File: src/rtl/pipe_ctrl_unit_if.sv
// Handshake/bus bundle between the RV32IM decode/pipeline controller and its datapath.
// slave is the controller side, master is whoever drives ID and consumes the stage bundles.
interface pipe_ctrl_unit_if;
  logic        id_valid;
  logic [31:0] id_instr;
  logic        ex_branch_taken;
  logic        stall_o;
  logic [13:0] ex_sig;
  logic [13:0] mem_sig;
  logic [13:0] wb_sig;
  logic [4:0]  ex_rd;
  logic [4:0]  mem_rd;
  logic [4:0]  wb_rd;
  logic        ex_valid;
  logic        mem_valid;
  logic        wb_valid;
  logic        ex_mdu;
  logic        illegal;
  logic        mdu_busy;

  modport slave (
    input  id_valid, id_instr, ex_branch_taken,
    output stall_o, ex_sig, mem_sig, wb_sig, ex_rd, mem_rd, wb_rd,
           ex_valid, mem_valid, wb_valid, ex_mdu, illegal, mdu_busy
  );

  modport master (
    output id_valid, id_instr, ex_branch_taken,
    input  stall_o, ex_sig, mem_sig, wb_sig, ex_rd, mem_rd, wb_rd,
           ex_valid, mem_valid, wb_valid, ex_mdu, illegal, mdu_busy
  );
endinterface

File: src/rtl/pipe_ctrl_unit.sv
// RV32IM control decode carried through ID/EX, EX/MEM, MEM/WB with load-use,
// multi-cycle MDU hold and taken-branch squash.
//
// state | meaning
// IDLE  | cnt = 0, EX advances normally
// BUSY  | cnt > 0, M op held in EX, bubbles fed to MEM, stall_o high
module pipe_ctrl_unit #(
  parameter int MDU_LATENCY = 4,
  parameter bit HAZARD_EN   = 1'b1
) (
  input logic             clk,
  input logic             rst_n,
  pipe_ctrl_unit_if.slave bus
);
  localparam int CW = (MDU_LATENCY > 1) ? $clog2(MDU_LATENCY) : 1;
  localparam logic [CW-1:0] CNT_LOAD = CW'(MDU_LATENCY - 1);

  localparam logic [6:0] OP_R      = 7'b0110011;
  localparam logic [6:0] OP_I      = 7'b0010011;
  localparam logic [6:0] OP_LOAD   = 7'b0000011;
  localparam logic [6:0] OP_STORE  = 7'b0100011;
  localparam logic [6:0] OP_BRANCH = 7'b1100011;
  localparam logic [6:0] OP_LUI    = 7'b0110111;
  localparam logic [6:0] OP_AUIPC  = 7'b0010111;
  localparam logic [6:0] OP_JAL    = 7'b1101111;
  localparam logic [6:0] OP_JALR   = 7'b1100111;

  typedef enum logic {IDLE, BUSY} state_t;

  state_t        state, state_nxt;
  logic [CW-1:0] cnt, cnt_nxt;

  logic [6:0]  opcode;
  logic [4:0]  rs1, rs2, rd;
  logic [13:0] dec_sig;
  logic        dec_mdu, rs1_used, rs2_used;
  logic        load_use, ex_load, load_mdu, mdu_busy;
  logic        unused_bits;

  logic        ex_valid_q, mem_valid_q, wb_valid_q, ex_mdu_q;
  logic [13:0] ex_sig_q, mem_sig_q, wb_sig_q;
  logic [4:0]  ex_rd_q, mem_rd_q, wb_rd_q;

  assign opcode      = bus.id_instr[6:0];
  assign rd          = bus.id_instr[11:7];
  assign rs1         = bus.id_instr[19:15];
  assign rs2         = bus.id_instr[24:20];
  assign unused_bits = ^bus.id_instr[14:12];

  always_comb begin
    dec_sig  = '0;
    rs1_used = 1'b1;
    rs2_used = 1'b0;
    case (opcode)
      OP_R:      begin dec_sig = 14'b00001000010000; rs2_used = 1'b1; end
      OP_I:            dec_sig = 14'b00001000010100;
      OP_LOAD:         dec_sig = 14'b00000000111100;
      OP_STORE:  begin dec_sig = 14'b00000001000101; rs2_used = 1'b1; end
      OP_BRANCH: begin dec_sig = 14'b00010010000010; rs2_used = 1'b1; end
      OP_LUI:    begin dec_sig = 14'b00000000010111; rs1_used = 1'b0; end
      OP_AUIPC:  begin dec_sig = 14'b01000000010111; rs1_used = 1'b0; end
      OP_JAL:    begin dec_sig = 14'b01110010011000; rs1_used = 1'b0; end
      OP_JALR:         dec_sig = 14'b11010010011000;
      default:         dec_sig = '0;
    endcase
  end

  assign dec_mdu = (opcode == OP_R) && (bus.id_instr[31:25] == 7'b0000001);

  always_comb begin
    load_use = 1'b0;
    if (HAZARD_EN && bus.id_valid && ex_valid_q && ex_sig_q[5] && (ex_rd_q != 5'd0))
      load_use = ((ex_rd_q == rs1) && rs1_used) || ((ex_rd_q == rs2) && rs2_used);
  end

  assign mdu_busy = (cnt != '0);
  assign ex_load  = bus.id_valid && !bus.ex_branch_taken && !load_use;
  assign load_mdu = !mdu_busy && ex_load && dec_mdu;

  // Gated by rst_n so the datapath is never held while reset is asserted.
  assign bus.stall_o = rst_n && (mdu_busy || (!bus.ex_branch_taken && load_use));

  always_ff @(posedge clk) begin
    if (!rst_n) begin
      state <= IDLE;
      cnt   <= '0;
    end else begin
      state <= state_nxt;
      cnt   <= cnt_nxt;
    end
  end

  always_comb begin
    state_nxt = state;
    cnt_nxt   = cnt;
    unique case (state)
      IDLE: begin
        if (load_mdu && (MDU_LATENCY > 1)) begin
          state_nxt = BUSY;
          cnt_nxt   = CNT_LOAD;
        end
      end
      BUSY: begin
        cnt_nxt = cnt - 1'b1;
        if (cnt == CW'(1)) state_nxt = IDLE;
      end
    endcase
  end

  always_ff @(posedge clk) begin
    if (!rst_n) begin
      ex_valid_q  <= 1'b0;
      ex_sig_q    <= '0;
      ex_rd_q     <= '0;
      ex_mdu_q    <= 1'b0;
      mem_valid_q <= 1'b0;
      mem_sig_q   <= '0;
      mem_rd_q    <= '0;
      wb_valid_q  <= 1'b0;
      wb_sig_q    <= '0;
      wb_rd_q     <= '0;
    end else begin
      wb_valid_q <= mem_valid_q;
      wb_sig_q   <= mem_sig_q;
      wb_rd_q    <= mem_rd_q;
      if (mdu_busy) begin
        mem_valid_q <= 1'b0;
        mem_sig_q   <= '0;
        mem_rd_q    <= '0;
      end else begin
        mem_valid_q <= ex_valid_q;
        mem_sig_q   <= ex_sig_q;
        mem_rd_q    <= ex_rd_q;
        ex_valid_q  <= ex_load;
        ex_sig_q    <= ex_load ? dec_sig : '0;
        ex_rd_q     <= ex_load ? rd : '0;
        ex_mdu_q    <= ex_load && dec_mdu;
      end
    end
  end

  assign bus.ex_valid  = ex_valid_q;
  assign bus.ex_sig    = ex_sig_q;
  assign bus.ex_rd     = ex_rd_q;
  assign bus.ex_mdu    = ex_mdu_q;
  assign bus.mem_valid = mem_valid_q;
  assign bus.mem_sig   = mem_sig_q;
  assign bus.mem_rd    = mem_rd_q;
  assign bus.wb_valid  = wb_valid_q;
  assign bus.wb_sig    = wb_sig_q;
  assign bus.wb_rd     = wb_rd_q;
  assign bus.mdu_busy  = mdu_busy;
  assign bus.illegal   = ex_valid_q && (ex_sig_q == '0);
endmodule

File: src/flat_wrapper.sv
// flat-port wrapper written by rule: the top's interface ports become plain ports
module pipe_ctrl_unit_flat 
#(
  parameter int MDU_LATENCY = 4,
  parameter bit HAZARD_EN   = 1'b1
)
  (clk, rst_n, bus_id_valid, bus_id_instr, bus_ex_branch_taken, bus_stall_o, bus_ex_sig, bus_mem_sig, bus_wb_sig, bus_ex_rd, bus_mem_rd, bus_wb_rd, bus_ex_valid, bus_mem_valid, bus_wb_valid, bus_ex_mdu, bus_illegal, bus_mdu_busy);
  pipe_ctrl_unit_if bus_i ();
  input logic clk;
  input logic rst_n;
  input wire logic [$bits(bus_i.id_valid)-1:0] bus_id_valid;
  input wire logic [$bits(bus_i.id_instr)-1:0] bus_id_instr;
  input wire logic [$bits(bus_i.ex_branch_taken)-1:0] bus_ex_branch_taken;
  output wire logic [$bits(bus_i.stall_o)-1:0] bus_stall_o;
  output wire logic [$bits(bus_i.ex_sig)-1:0] bus_ex_sig;
  output wire logic [$bits(bus_i.mem_sig)-1:0] bus_mem_sig;
  output wire logic [$bits(bus_i.wb_sig)-1:0] bus_wb_sig;
  output wire logic [$bits(bus_i.ex_rd)-1:0] bus_ex_rd;
  output wire logic [$bits(bus_i.mem_rd)-1:0] bus_mem_rd;
  output wire logic [$bits(bus_i.wb_rd)-1:0] bus_wb_rd;
  output wire logic [$bits(bus_i.ex_valid)-1:0] bus_ex_valid;
  output wire logic [$bits(bus_i.mem_valid)-1:0] bus_mem_valid;
  output wire logic [$bits(bus_i.wb_valid)-1:0] bus_wb_valid;
  output wire logic [$bits(bus_i.ex_mdu)-1:0] bus_ex_mdu;
  output wire logic [$bits(bus_i.illegal)-1:0] bus_illegal;
  output wire logic [$bits(bus_i.mdu_busy)-1:0] bus_mdu_busy;
  assign bus_i.id_valid = bus_id_valid;
  assign bus_i.id_instr = bus_id_instr;
  assign bus_i.ex_branch_taken = bus_ex_branch_taken;
  assign bus_stall_o = bus_i.stall_o;
  assign bus_ex_sig = bus_i.ex_sig;
  assign bus_mem_sig = bus_i.mem_sig;
  assign bus_wb_sig = bus_i.wb_sig;
  assign bus_ex_rd = bus_i.ex_rd;
  assign bus_mem_rd = bus_i.mem_rd;
  assign bus_wb_rd = bus_i.wb_rd;
  assign bus_ex_valid = bus_i.ex_valid;
  assign bus_mem_valid = bus_i.mem_valid;
  assign bus_wb_valid = bus_i.wb_valid;
  assign bus_ex_mdu = bus_i.ex_mdu;
  assign bus_illegal = bus_i.illegal;
  assign bus_mdu_busy = bus_i.mdu_busy;
  pipe_ctrl_unit #(.MDU_LATENCY(MDU_LATENCY), .HAZARD_EN(HAZARD_EN)) u_core (.clk(clk), .rst_n(rst_n), .bus(bus_i));
endmodule
File: config.mk
export PLATFORM = sky130hd
export DESIGN_NAME = pipe_ctrl_unit_flat
export DESIGN_NICKNAME = d
export VERILOG_FILES = /design/src/rtl/pipe_ctrl_unit_if.sv /design/src/rtl/pipe_ctrl_unit.sv /design/src/flat_wrapper.sv
export SDC_FILE = /design/constraint.sdc
export NUM_CORES = 1
export LEC_CHECK = 0
export CAP_MARGIN = 15
export CELL_PAD_IN_SITES_DETAIL_PLACEMENT = 1
export CELL_PAD_IN_SITES_GLOBAL_PLACEMENT = 2
export CORE_UTILIZATION = 26
export CTS_CLUSTER_DIAMETER = 50
export DETAILED_ROUTE_END_ITERATION = 7
export PLACE_DENSITY_LB_ADDON = 0.3
export SLEW_MARGIN = 0
export SYNTH_ARGS = -nofsm -noshare
export SYNTH_HDL_FRONTEND = slang
export SYNTH_SLANG_ARGS = --single-unit
File: constraint.sdc
create_clock -name clk -period 4.7 [get_ports clk]
set_input_delay 0.47 -clock clk [delete_from_list [all_inputs] [get_ports clk]]
set_output_delay 0.47 -clock clk [all_outputs]
set_load 0.005 [all_outputs]
==> results of run 1 <==
==> cells in the mapped netlist <==
cell type	instances
a21boi_1	4
a32oi_1	1
nand2_1	11
a22oi_1	10
nor3b_2	1
a21boi_0	3
nand3b_1	1
a21o_1	3
ha_1	2
nand4b_1	1
xor2_1	2
and3_1	19
nor2b_1	16
and2_1	20
xnor2_1	8
nand2b_1	1
a211oi_4	1
buf_4	6
or4_1	2
nor4_2	1
o21a_1	2
and4b_1	1
o2bb2ai_1	1
o2111ai_2	1
clkinv_1	1
o21ai_1	1
o21ai_0	3
nand4_1	2
dfxtp_1	58
nor3_1	5
nand3_1	3
nor2_1	4
o21bai_1	1
nor4b_1	2
inv_1	3
conb_1	1
buf_6	1
clkbuf_1	9
a21oi_1	5
o31a_1	2
nor4bb_1	1
nor4_1	2
==> through the flow <==
step	setup slack [ps]	instances	hold WS, ps
final	1160	424	460
after CTS	1130	424	465
after floorplan	2580	224	453
after detailed placement	1140	408	450
after global routing	885	424	477
after global placement	1150	408	440
==> path summary, 6_finish.rpt <==
kind                   startpoint                   to  slack [ps]  cells past startpoint
max               bus_id_instr[3]          bus_stall_o        1160                      8
min          u_core.bus.mem_rd[3]  u_core.bus.wb_rd[3]         460                      1
max reg2reg         u_core.cnt[0]        u_core.cnt[1]        2210                      6
min reg2reg  u_core.bus.mem_rd[3]  u_core.bus.wb_rd[3]         460                      1
==> layout make-up <==
cell class                 instances  area [um^2]  area share [%]
multi-input combinational        146          977            28.6
inverter                           4         15.0           0.439
tap                              105          131            3.84
timing repair buffer              95          946            27.7
clock inverter                     4         25.0           0.732
clock buffer                      12          165            4.83
sequential                        58         1160            33.9
==> cells by family after synthesis <==
logic type                 Yosys count
DFF                                 58
xor gates and xnor gates            10
buffers and inverters               20
adders and majority gates            2
AOI/OAI and AO/OA                   38
and+or+nand+nor                     93
other                                1
==> flip-flops by register name, indices dropped and copies added (netlist names) <==
name	flops
u_core.bus.ex_rd	5
u_core.bus.ex_sig	12
u_core.bus.wb_valid	1
u_core.bus.wb_sig	12
u_core.bus.ex_mdu	1
u_core.bus.mem_rd	5
u_core.bus.mem_valid	1
u_core.bus.wb_rd	5
u_core.bus.mem_sig	12
u_core.cnt	2
u_core.bus.ex_valid	1
u_core.state	1
==> power by group <==
part / internal, mW / total, mW / switching (mW) / leakage, nW
Clock: 0.232 / 0.427 / 0.194 / 0.0944
Combinational: 0.0435 / 0.0717 / 0.0282 / 0.741
Sequential: 0.495 / 0.499 / 0.00388 / 0.468
Total: 0.771 / 0.997 / 0.226 / 1.30
==> metal layers <==
metal / part of all wire (%) / routed length (um) / global-route usage [%]
met1: 47 / 2790 / 17.7
met2: 47 / 2730 / 22.7
met3: 4.2 / 249 / 3.22
met4: 1.8 / 105 / 7.20
met5: 0 / 0 / 0
==> worst max-delay path, cell delays in order <==
cell,delay (ps)
clkdlybuf4s50_1,510
nor4bb_1,630
nand4_1,210
nor3_1,380
a21oi_1,80
o21ai_0,140
and2_1,150
clkdlybuf4s50_1,500
==> out/summary.md, run 1 <==
- 0.000109 V — worst voltage drop across the vdd grid
- 4 — Pre-antenna DRT Iters
- 94.7 um — die boundary width
- 4230 ps — required time of the critical path
- 94.7 um — die extent in y
- 0 — Post-CTS Setup Bufs
- 352 — number of nets in the layout
- 1851 — vias in the first global route
- 41.4% — Finished Core Util
- 1907 — via count of the routed design
- 0 ps — setup_tns
- 6 — Max FO, Critical Path
- false — unrepaired setup endpoints after global routing
- 53.0% — synthesis-to-finish area growth
- 10.1 um^2 — mean instance size in the synthesized netlist
- 60 ps — clock input transition at the sequential cells of the worst setup and hold paths
- 93 x clkdlybuf4s50_1, 58 x dfxtp_1, 20 x and2_1 — commonest non-fill, non-tap cells in the layout
- 4.50 — detailed-route vias per instance
- 51.9% — share of synthesized area occupied by flip-flops and latches
- 27.1% — effective utilization at floorplan
- 93 — PortBufs
- 13.9 um — final routed wire length divided by cell count
- 3070 ps — crit path DAT
- 3 — CTS H-Tree Depth
- 997 uW — post-route total power
- 9450 um — global-route wire length before repair
- finished clean — outcome
- 4250 um — placed wire-length estimate
- 282 MHz — Achievable Freq
- 2 — maximum clock path buffer count
- 0 — # Max-Cap Violations
- 0 — # setup viols final
- 1.12% — adder-cell share of the synthesized area
- 51.9% — top-area cell type share of the netlist area
- output port — Worst setup EP type
- 0% — portion of netlist area occupied by mux cells
- 0.00323 mm^2 — post-detailed-placement cell area
- 58 — flip-flop and latch count after synthesis
- 5.35 ps — Fin Clk Skew
- 1.30 nW — Leak
- 3540 ps — clock period minus final worst setup slack
- 25.3% — area fraction in and, or, nand and nor cells after synthesis
- 47.6% — worst-case headroom to the max-slew limit
- 9 — TritonCTS buffer count
- 780 ps — slew at the pin closest to its max-slew limit
- 3.92% — fraction of synthesized cell area in xor and xnor cells
- 60 — maximum number of pins on one net before global-route repair
- 12.9% — post-synthesis compound-gate area fraction
- 90 — drt first-iter violations
- 100 — number of ports placed on the die boundary
- 0 — total DRC errors in the routed layout
- 33 — number of placement rows
- 0 — ANT nets after route
- 330 ps — clock insertion delay at the later pin of the skew report
- 6.90% — share of post-route cells with drive strength above 1
- 0 — total count of max-transition violations in the final report
- flop to flop — worst hold-check path type
- 950 — fill count
- 5880 um — Post-Route WL
- 0.00342 mm^2 — summed area of non-filler cells in the final layout
- 0 — Ys Warns
- 0.00897 mm^2 — Die Footprint
- 0.778 — final weighted congestion of routability-driven global placement
- built — CTS tree
- 0 — Antenna diodes
- clkbuf_8 — clock root buffer
- 0 — CTS hold repair buffers
- 0 — number of endpoints with negative hold slack in the final report
- 0 — cts repair resizes
- 42 — number of distinct standard cells referenced by the synthesized netlist
- 222 — post-synthesis cell count
- 0 — total gr overflow
- simple AND/OR/NAND/NOR gates — largest family of logic cells by synthesized area
- 14.2% — GRT Util Overall
- 75.3% — post-route clock period utilization
- dfxtp_1 — cell taking the most area after synthesis
- 291 mW/mm^2 — power per cell area
- primary input — Worst Setup Start Kind
- 0.00826 mm^2 — core area
- 58 — clock tree sinks
- 0.00224 mm^2 — Syn Std Cell Area
- primary input to output port — category of the critical setup timing path
- 0 — number of antenna violations at the first check in global routing
- clkdlybuf4s50_1 — most common library cell in the layout ignoring fill and taps
- dfxtp_1 52%, and2_1 5.6%, and3_1 5.3% — largest cells by area after synthesis
No activity file was read; power rests on OpenSTA's default activity.
==> run 2, diff against run 1 <==
--- a/config.mk
+++ b/config.mk
@@ -8,7 +8,7 @@
 export CAP_MARGIN = 15
 export CELL_PAD_IN_SITES_DETAIL_PLACEMENT = 1
 export CELL_PAD_IN_SITES_GLOBAL_PLACEMENT = 2
-export CORE_UTILIZATION = 26
+export CORE_UTILIZATION = 24
 export CTS_CLUSTER_DIAMETER = 50
 export DETAILED_ROUTE_END_ITERATION = 7
 export PLACE_DENSITY_LB_ADDON = 0.3
==> constraint.sdc (replaced) <==
create_clock -name clk -period 3.3 [get_ports clk]
set_input_delay 0.33 -clock clk [delete_from_list [all_inputs] [get_ports clk]]
set_output_delay 0.33 -clock clk [all_outputs]
set_load 0.005 [all_outputs]
==> out/summary.md, run 2 (same netlist as run 1, synthesis figures left out) <==
- 0 — number of antenna violations at the first check in global routing, unchanged
- 0.000154 V — worst voltage drop across the vdd grid, +41%
- 970 ps — setup slack of the most critical reg-to-reg path, -1240 ps
- false — unrepaired setup endpoints after global routing
- 14.2 um — final routed wire length divided by cell count, +2.6%
- 58 — clock tree sinks, unchanged
- 396 mW/mm^2 — power per cell area, +36%
- 0 — number of endpoints with negative hold slack in the final report, unchanged
- 0.00971 mm^2 — Die Footprint, +8.2%
- 4520 um — placed wire-length estimate, +6.3%
- 0.00327 mm^2 — post-detailed-placement cell area, +1.4%
- 0 — # Max-Cap Violations, unchanged
- 53.6% — synthesis-to-finish area growth
- 0 — ANT nets after route, unchanged
- 9 — TritonCTS buffer count, unchanged
- 70 ps — clock input transition at the sequential cells of the worst setup and hold paths, about the same
- 6.79 ps — Fin Clk Skew, +1.44 ps
- 0.00116 mm^2 — Sequential Area, unchanged
- 0.00343 mm^2 — summed area of non-filler cells in the final layout, +0.37%
- flop to flop — worst hold-check path type
- 92 x clkdlybuf4s50_1, 58 x dfxtp_1, 20 x and2_1 — commonest non-fill, non-tap cells in the layout
- 0 — total count of max-transition violations in the final report, unchanged
- 100 — number of ports placed on the die boundary, unchanged
- 0.792 — final weighted congestion of routability-driven global placement, +1.9%
- 0 — cts repair resizes, unchanged
- primary input — Worst Setup Start Kind
- 0 — Post-CTS Setup Bufs, unchanged
- 7 — Max FO, Critical Path, +1
- 0 — # setup viols final, unchanged
- 98.5 um — die extent in y, +4.0%
- 13.2% — GRT Util Overall, -0.94 points
- 1.32 nW — Leak, +1.3%
- clkbuf_8 — clock root buffer
- 4.46 — detailed-route vias per instance, -0.87%
- 8 — Pre-antenna DRT Iters, +4
- 34 — number of placement rows, +3.0%
- 98.5 um — die boundary width, +4.0%
- 8.64% — share of post-route cells with drive strength above 1, +1.7 points
- 1926 — via count of the routed design, +1.0%
- 1879 — vias in the first global route, +1.5%
- 0 ps — setup_tns, unchanged
- built — CTS tree
- 0.00889 mm^2 — core area, +7.7%
- 0 — Antenna diodes, unchanged
- 2970 ps — required time of the critical path, -1260 ps
- 977 um^2 — combined area of the multi-input logic cells, unchanged
- 0 — CTS hold repair buffers, unchanged
- 89.4% — post-route clock period utilization
- 6150 um — Post-Route WL, +4.6%
- 0 — total gr overflow, unchanged
- 2620 ps — crit path DAT, -450 ps
- 75 — drt first-iter violations, -17%
- primary input to output port — category of the critical setup timing path
- 330 ps — clock insertion delay at the later pin of the skew report, about the same
- output port — Worst setup EP type
- 339 MHz — Achievable Freq
- 9820 um — global-route wire length before repair, +3.9%
- 1011 — fill count, +6.4%
- clkdlybuf4s50_1 — most common library cell in the layout ignoring fill and taps
- DRC — failing checks
- 93 — PortBufs, unchanged
- 59 — maximum number of pins on one net before global-route repair, -1.7%
- 25.1% — effective utilization at floorplan, -1.9 points
- 358 — number of nets in the layout, +1.7%
- 3 — CTS H-Tree Depth, unchanged
- 2950 ps — clock period minus final worst setup slack
- 8 — total DRC errors in the routed layout, +8
- 2 — maximum clock path buffer count, unchanged
- finished, violations left — outcome
## run 2: where the power goes
| group | internal, mW | switching, mW | total, mW | leakage [nW] |
|---|---|---|---|---|
| Sequential | 0.705 | 0.00564 | 0.711 | 0.468 |
| Combinational | 0.0635 | 0.0411 | 0.105 | 0.772 |
| Clock | 0.262 | 0.281 | 0.543 | 0.0806 |
## run 2: routing by layer
metal	vias up	GRT usage (%)	share of wire, %
li1	955	-	-
met1	902	17.4	48
met2	64	20.7	46
met3	5	4.11	5.2
met4	0	4.13	1.0
met5	-	0	0
## run 2: worst paths after layout
check                        start              endpoint  cells after the start
max                bus_id_instr[6]           bus_stall_o                      8
min          u_core.bus.mem_sig[3]  u_core.bus.wb_sig[3]                      1
max reg2reg    u_core.bus.ex_rd[2]         u_core.cnt[0]                      7
min reg2reg  u_core.bus.mem_sig[3]  u_core.bus.wb_sig[3]                      1
## run 2: layout make-up
class                   count  share of cell area, %
flip-flops and latches     58                   33.8
well taps                 108                   3.94
clock inverters             6                   1.02
multi-input cells         146                   28.5
repair buffers            101                   28.7
clock buffers               9                   3.61
inverters                   4                  0.437
## run 2: metrics by stage
| stage | power, mW | worst slack, ps | utilization (%) | hold WS, ps | cells |
|---|---|---|---|---|---|
| after floorplan | 0.768 | 1360 | - | 453 | 224 |
| after global placement | 0.831 | 368 | 36.8 | 440 | 417 |
| after detailed placement | 0.833 | 372 | 36.8 | 450 | 417 |
| after CTS | 1.38 | 355 | 38.6 | 458 | 432 |
| after global routing | 1.43 | 105 | 38.6 | 474 | 432 |
| final | 1.36 | 349 | 38.6 | 453 | 432 |
## run 2: worst max-delay path, stage by stage
cell	delay, ps
clkdlybuf4s50_1	520
and4b_1	280
nor2b_1	180
a21oi_1	370
a21oi_1	110
o21ai_0	150
and2_1	170
clkdlybuf4s50_1	500
